[src/rtl/alu_arbiter.sv]
// alu_arbiter: shares one single-cycle combinational ALU between two
// valid/ready requesters. Round-robin arbitration in IDLE, one operation in
// flight; the ALU result is registered at the request handshake and held on
// the owner's response channel until it is taken.
module alu_arbiter #(
    parameter int WIDTH  = 32,
    parameter int CTRL_W = 4
) (
    input  logic              clk,
    input  logic              rst,

    // Requester 0 request channel
    input  logic              req0_valid,
    output logic              req0_ready,
    input  logic [WIDTH-1:0]  req0_a,
    input  logic [WIDTH-1:0]  req0_b,
    input  logic [CTRL_W-1:0] req0_ctrl,

    // Requester 1 request channel
    input  logic              req1_valid,
    output logic              req1_ready,
    input  logic [WIDTH-1:0]  req1_a,
    input  logic [WIDTH-1:0]  req1_b,
    input  logic [CTRL_W-1:0] req1_ctrl,

    // Requester 0 response channel
    output logic              rsp0_valid,
    input  logic              rsp0_ready,
    output logic [WIDTH-1:0]  rsp0_result,

    // Requester 1 response channel
    output logic              rsp1_valid,
    input  logic              rsp1_ready,
    output logic [WIDTH-1:0]  rsp1_result,

    // Shared ALU
    output logic [WIDTH-1:0]  alu_a,
    output logic [WIDTH-1:0]  alu_b,
    output logic [CTRL_W-1:0] alu_ctrl,
    input  logic [WIDTH-1:0]  alu_result
);

    typedef enum logic {
        IDLE = 1'b0,   // free: arbitrate and drive the ALU
        RESP = 1'b1    // result registered, waiting for the owner to take it
    } state_t;

    state_t           state_q, state_d;
    logic [WIDTH-1:0] result_q, result_d;
    logic             owner_q, owner_d;       // requester the held result belongs to
    logic             last_grant_q, last_grant_d;

    logic             gnt0;
    logic             gnt1;
    logic             accept;
    logic             owner_rsp_ready;

    // Round-robin arbitration; grants only exist while IDLE, so a grant is
    // also the ready and therefore the handshake itself.
    always_comb begin
        // NOTE: defaults first so every path assigns every signal and no latch is inferred.
        gnt0 = 1'b0;
        gnt1 = 1'b0;
        if (state_q == IDLE) begin
            if (req0_valid && req1_valid) begin
                // On a tie the requester that did not win last time goes next.
                gnt0 = last_grant_q;
                gnt1 = ~last_grant_q;
            end else begin
                gnt0 = req0_valid;
                gnt1 = req1_valid;
            end
        end
    end

    assign accept          = gnt0 | gnt1;
    assign owner_rsp_ready = owner_q ? rsp1_ready : rsp0_ready;

    // State and datapath registers with synchronous reset.
    always_ff @(posedge clk) begin
        // NOTE: non-blocking assignments so every register updates from the same pre-edge values.
        if (rst) begin
            state_q      <= IDLE;
            result_q     <= '0;
            owner_q      <= 1'b0;
            last_grant_q <= 1'b1;   // requester 0 wins the first tie
        end else begin
            state_q      <= state_d;
            result_q     <= result_d;
            owner_q      <= owner_d;
            last_grant_q <= last_grant_d;
        end
    end

    // Next-state: capture the ALU result at the handshake, release on the owner's take.
    always_comb begin
        state_d      = state_q;
        result_d     = result_q;
        owner_d      = owner_q;
        last_grant_d = last_grant_q;
        if (state_q == IDLE) begin
            if (accept) begin
                state_d      = RESP;
                result_d     = alu_result;
                owner_d      = gnt1;
                last_grant_d = gnt1;
            end
        end else begin
            // No new request is accepted in the cycle the response is taken.
            if (owner_rsp_ready) begin
                state_d = IDLE;
            end
        end
    end

    // Outputs: readies and ALU drive from the grant, responses from the held result.
    always_comb begin
        req0_ready  = gnt0;
        req1_ready  = gnt1;

        alu_a       = '0;
        alu_b       = '0;
        alu_ctrl    = '0;
        if (gnt0) begin
            alu_a    = req0_a;
            alu_b    = req0_b;
            alu_ctrl = req0_ctrl;
        end else if (gnt1) begin
            alu_a    = req1_a;
            alu_b    = req1_b;
            alu_ctrl = req1_ctrl;
        end

        rsp0_valid  = (state_q == RESP) && !owner_q;
        rsp1_valid  = (state_q == RESP) &&  owner_q;
        rsp0_result = result_q;
        rsp1_result = result_q;
    end

    // Structural invariants of the arbiter.
    a_one_ready: assert property (@(posedge clk) disable iff (rst)
        !(req0_ready && req1_ready));
    a_one_rsp: assert property (@(posedge clk) disable iff (rst)
        !(rsp0_valid && rsp1_valid));
    a_hold_result: assert property (@(posedge clk) disable iff (rst)
        (state_q == RESP && !owner_rsp_ready) |=> (state_q == RESP && $stable(result_q) && $stable(owner_q)));

endmodule

[config.mk]
export PLATFORM = sky130hd
export DESIGN_NAME = alu_arbiter
export DESIGN_NICKNAME = d
export VERILOG_FILES = /design/src/rtl/alu_arbiter.sv
export SDC_FILE = /design/constraint.sdc
export NUM_CORES = 1
export LEC_CHECK = 0
export CAP_MARGIN = 20
export CORE_AREA = 2 2 119 121
export CTS_CLUSTER_DIAMETER = 200
export DETAILED_ROUTE_END_ITERATION = 10
export DIE_AREA = 0 0 121 123
export HOLD_SLACK_MARGIN = 0.03
export PLACE_DENSITY = 0.6
export SLEW_MARGIN = 20
export SYNTH_ARGS = -nofsm -noshare
export SYNTH_HDL_FRONTEND = slang
export SYNTH_SLANG_ARGS = --single-unit
[constraint.sdc]
create_clock -name clk -period 1.7 [get_ports clk]
set_input_delay 0.17 -clock clk [delete_from_list [all_inputs] [get_ports clk]]
set_output_delay 0.17 -clock clk [all_outputs]
set_load 0.01 [all_outputs]
==> flow_summary.json, run 1 <==
{
  "status": "finished with violations",
  "violations": "negative setup slack",
  "fmax_mhz": 565,
  "netlist_instances": 271,
  "clk_transition_reported_paths_ns": 0.06,
  "wirelength_um": 13300,
  "post-route-drc-count": 0,
  "period_needed_ns": 1.77,
  "numPortBuffers": 309,
  "yosys_register_bits": 35,
  "syn2layout_area_growth_pct": 153,
  "cts_tree": "done",
  "power_frac_clock_pct": 29.3,
  "gr-max-usage-layer": "met2",
  "routed_via_density": 4.30,
  "synth-seq-area-share_pct": 32.3,
  "grt_use_met2_pct": 27.9,
  "antenna_found_initial": 2,
  "cts_made_buffers": 5,
  "finalCritPeriodShare_pct": 104,
  "num_rows": 43,
  "die_area_um2": 14900,
  "setup_violations": 27,
  "synth_area_um2": 2170,
  "netlist.area_leader.share_pct": 32.3,
  "relSlewSlack_pct": 83.7,
  "placed_cell_area_um2": 5340,
  "multiInputGateArea_um2": 1120,
  "grt_pass1_wl_um": 18100,
  "dp_cells": 720,
  "yosysWarnings": 0,
  "die_x_um": 121,
  "final_hold_viol_count": 0,
  "synth_edf_count": 0,
  "fillCellCount": 1368,
  "slowest_delay_ns": 0.36,
  "p_leak_nw": 2.33,
  "synth.area.top_cells": "dfxtp_1 (32%), a22o_1 (27%), buf_4 (11%)",
  "layout_commonest_cell": "clkdlybuf4s50_1",
  "wl_per_cell_um": 17.9,
  "required_ns": 1.53,
  "hold_path_class": "input pin to register",
  "synth.distinct_cells": 20,
  "rsz0062_at_grt": "yes",
  "worstMarginPinSlew_ns": 0.244,
  "insertion_delay_ns": 0.27,
  "final_cell_area_um2": 5500,
  "fin_nets": 730,
  "globalRouteMet3Util_pct": 5.40,
  "via_count": 3180,
  "synth-main-ff-cell": "dfxtp_1",
  "grt_pass1_vias": 3118,
  "drt_iter0_drc": 113,
  "slew_violations": 0,
  "synthArstFlopShare_pct": 0,
  "cp_num_buf_inv": 4,
  "final_cells": 739,
  "critPathSlowestCell": "dfxtp_4",
  "start_util_pct": 15.9,
  "synth_top_area_cell": "dfxtp_1",
  "comb_power_share_pct": 44.9,
  "arrival_ns": 1.60,
  "firstDrtPassIters": 4,
  "cts_sinks": 35,
  "avgSynthCellArea_um2": 8.01,
  "dieHeight_um": 123,
  "grtUsageMet1_pct": 18.4,
  "postLayoutCoreUtil_pct": 40.4,
  "start_kind": "register",
  "track_usage_pct": 16.0,
  "max_cap_violations": 0,
  "powerDensity_nw_per_um2": 663,
  "grt_max_degree": 36,
  "p_seq_share_pct": 25.7,
  "sw_frac_of_total_pct": 28.3,
  "hpwl_um": 10200,
  "clock_path_buffers": 2,
  "final_layout_size_suffix_gt1_share_pct": 20.3,
  "p_switching_mw": 1.03,
  "finalSetupTns_ns": -0.430,
  "final_cell_mix": "clkdlybuf4s50_1 (237), a22o_1 (67), nand2_1 (64)",
  "crit_fanout": 5,
  "ant_nets": 0,
  "cts.htree.levels": 2,
  "cp_top_family": "buffers and inverters",
  "synth_nets": 445,
  "critPathCaptureType": "output pin",
  "internal_power_mw": 2.62,
  "setup_slack_ns": -0.0695,
  "skew_ns": 0.00365,
  "io_pins": 310,
  "cp_cell_sequence": "a211oi_4 > buf_6 > buf_12 > buf_16 > a22o_1 > buf_2",
  "cts_root_buf": "clkbuf_16",
  "overflow": 0,
  "hold_ws_ns": 0.444,
  "place_congestion": 0.786,
  "regArea_um2": 708,
  "ir_drop_mv": 0.372,
  "critPathKind": "register to output pin",
  "core_area_um2": 13600
}
## cell type report
| class | count | area share [%] |
|---|---|---|
| inverters | 2 | 0.136 |
| multi-input cells | 176 | 20.3 |
| well taps | 180 | 4.09 |
| flip-flops and latches | 35 | 12.9 |
| clock buffers | 6 | 2.53 |
| diodes | 2 | 0.0910 |
| clock inverters | 2 | 0.637 |
| repair buffers | 336 | 59.3 |
## layer usage
metal | part of all wire, % | vias up
met5 | 0 | -
li1 | - | 1514
met2 | 52 | 169
met3 | 10 | 11
met1 | 37 | 1486
met4 | 1.5 | 0
## Yosys cell counts, types with 2 or more instances
cell and instances:
a21oi_1 33, a22o_1 68, buf_6 2, and2_1 2, nor2_1 2, clkbuf_1 7, dfxtp_1 35, nand2_1 64
buf_4 32, buf_2 16
## worst reg2reg max path, stage by stage, from the launching register on
cell	delay (ns)
dfxtp_4	0.36
buf_4	0.14
o21ba_2	0.25
buf_12	0.19
nand2_1	0.10
a21oi_1	0.13
## cell families (layout without fill, tap and decap cells)
kind of cell           count (synthesis)  after routing  synth area share, %
AO/OA/AOI/OAI                        107            107                 37.8
other                                  0              2                    0
multiplexers                           1              1                0.461
flip-flops                            35             35                 32.3
AND/OR/NAND/NOR                       68             68                 12.0
buffers and inverters                 60            346                 17.5
## through the flow
stage / setup slack (ns) / power [mW]
detailed placement: -0.577 / 2.61
floorplan: 0.394 / 1.55
finish: -0.0695 / 3.65
global route: -0.105 / 3.84
CTS: -0.155 / 3.68
global placement: -0.553 / 2.60
## path summary, 6_finish.rpt
kind / startpoint / endpoint / slack (ns) / cells past startpoint
setup / recovery: state_q / alu_a[22] / -0.07 / 6
hold / removal: alu_result[9] / rsp0_result[9] / 0.44 / 3
setup reg to reg: state_q / rsp0_result[19] / 0.47 / 5
hold reg to reg: rsp0_result[25] / rsp0_result[25] / 0.47 / 2
## power by group through the flow
stage	Sequential, mW	Combinational (mW)	Clock (mW)
3_3_place_gp	0.951	1.65	0
3_5_place_dp	0.956	1.65	0
6_report	0.939	1.64	1.07
2_1_floorplan	0.971	0.583	0
4_1_cts	0.940	1.63	1.10
5_1_grt	0.949	1.75	1.14
## what timing repair did
item | in CTS | in global routing
gates resized for setup | 258 | 69
buffers inserted | 3 | 4
hold buffers | 0 | 0
cloned | 3 | 2
pin swaps | 9 | 43
endpoints found under the setup margin | 70 | 69
## registers in the layout (all words and copies together), names as in the netlist
name / cells
last_grant_q: 1
state_q: 1
owner_q: 1
rsp0_result: 32
(Power assumes the default switching activity.)
==> run 2, diff against run 1 <==
--- a/config.mk
+++ b/config.mk
@@ -10,8 +10,9 @@
 export CTS_CLUSTER_DIAMETER = 200
 export DETAILED_ROUTE_END_ITERATION = 10
 export DIE_AREA = 0 0 121 123
+export DONT_BUFFER_PORTS = 1
 export HOLD_SLACK_MARGIN = 0.03
-export PLACE_DENSITY = 0.6
+export PLACE_DENSITY = 0.31
 export SLEW_MARGIN = 20
 export SYNTH_ARGS = -nofsm -noshare
 export SYNTH_HDL_FRONTEND = slang
==> flow_summary.json, run 2 (synthesized netlist as in run 1, its figures left out) <==
{
  "arrival_ns": 1.46,
  "critPathCaptureType": "output pin",
  "core_area_um2": 13600,
  "setup_violations": 0,
  "final_hold_viol_count": 0,
  "cts_made_buffers": 5,
  "required_ns": 1.53,
  "slowest_delay_ns": 0.36,
  "slew_violations": 0,
  "worstMarginPinSlew_ns": 0.352,
  "overflow": 0,
  "die_area_um2": 14900,
  "place_congestion": 1.01,
  "clock_path_buffers": 2,
  "final_cell_mix": "nand2_1 (64), a22o_1 (51), dfxtp_1 (34)",
  "max_cap_violations": 0,
  "cts_sinks": 35,
  "skew_ns": 0.00732,
  "powerDensity_nw_per_um2": 988,
  "period_needed_ns": 1.63,
  "postLayoutCoreUtil_pct": 20.5,
  "critPathKind": "register to output pin",
  "ant_nets": 0,
  "via_count": 2007,
  "hpwl_um": 7000,
  "hold_path_class": "input pin to register",
  "final_layout_size_suffix_gt1_share_pct": 16.5,
  "grt_pass1_vias": 1696,
  "rrSetupSlack_ns": 0.47,
  "p_leak_nw": 1.10,
  "track_usage_pct": 10.3,
  "wl_per_cell_um": 22.4,
  "wirelength_um": 9750,
  "io_pins": 310,
  "critPathSlowestCell": "dfxtp_1",
  "cts.htree.levels": 2,
  "drt_iter0_drc": 78,
  "dp_cells": 397,
  "fillCellCount": 1498,
  "ir_drop_mv": 0.402,
  "firstDrtPassIters": 4,
  "fin_nets": 427,
  "start_kind": "register",
  "relSlewSlack_pct": 76.5,
  "cts_tree": "done",
  "insertion_delay_ns": 0.27,
  "clk_transition_reported_paths_ns": 0.06,
  "status": "finished clean",
  "post-route-drc-count": 0,
  "grt_pass1_wl_um": 11100,
  "numPortBuffers": 0,
  "start_util_pct": 15.9,
  "fmax_mhz": 612,
  "num_rows": 43,
  "routed_via_density": 4.60,
  "final_cells": 436,
  "layout_commonest_cell": "nand2_1",
  "dieHeight_um": 123,
  "rsz0062_at_grt": "yes",
  "die_x_um": 121,
  "largest_reg_flops": 32,
  "finalCritPeriodShare_pct": 96.1,
  "p_total_mw": 2.75,
  "crit_fanout": 19,
  "grt_max_degree": 71,
  "cts_root_buf": "clkbuf_16",
  "cp_cell_sequence": "a211oi_4 > buf_4 > clkbuf_16 > a22o_1",
  "antenna_found_initial": 2,
  "syn2layout_area_growth_pct": 28.2
}
-- run 2: critical path, delay by kind of cell, from the launching register on --
family	cells	cell delay, ns
DFF	1	0.36
buffers and inverters	2	0.38
AOI/OAI and AO/OA	2	0.45
-- run 2: path summary, 6_finish.rpt --
check | from | to | cells past startpoint
worst max-delay path | last_grant_q | alu_a[27] | 4
worst min-delay path | alu_result[10] | rsp0_result[10] | 2
worst max register to register | state_q | rsp0_result[13] | 4
worst min register to register | state_q | state_q | 2
-- run 2: layout make-up --
type / instances / area (um2) / area share, %
clock buffer: 5 / 125 / 4.49
clock inverter: 3 / 43.8 / 1.57
multi-input combinational: 176 / 1260 / 45.2
inverter: 2 / 7.51 / 0.270
timing repair buffer: 33 / 418 / 15.0
sequential: 35 / 702 / 25.2
antenna: 2 / 5.00 / 0.180
tap: 180 / 225 / 8.09
-- run 2: report_power, final --
group / internal [mW] / switching [mW] / total, mW
Sequential: 0.885 / 0.116 / 1.00
Clock: 0.690 / 0.334 / 1.02
Combinational: 0.329 / 0.397 / 0.726
Total: 1.90 / 0.847 / 2.75
-- run 2: stage by stage --
step	setup TNS [ns]	hold slack (ns)	setup WS [ns]	instance area (um2)
2_1_floorplan	0	0.306	0.394	2170
3_3_place_gp	0	0.244	0.283	2100
3_5_place_dp	0	0.244	0.281	2100
4_1_cts	-0.136	0.0302	-0.0323	2510
5_1_grt	-0.133	0.0352	-0.0176	2780
6_report	0	0.0352	0.0669	2780
-- run 2: timing repair --
| action | CTS | global route |
|---|---|---|
| gates cloned | 0 | 4 |
| hold endpoints to repair | 34 | 0 |
| hold buffers | 23 | 0 |
| setup endpoints to repair | 14 | 68 |
| pin swaps | 0 | 1 |
| gates resized for setup | 0 | 24 |
| buffers inserted | 0 | 2 |
-- run 2: layer usage --
layer,up-vias,wire (um),GRT usage (%)
met2,166,4940,16.9
met4,0,314,5.74
li1,908,-,-
met3,18,972,4.24
met5,-,0,0
met1,915,3530,11.2
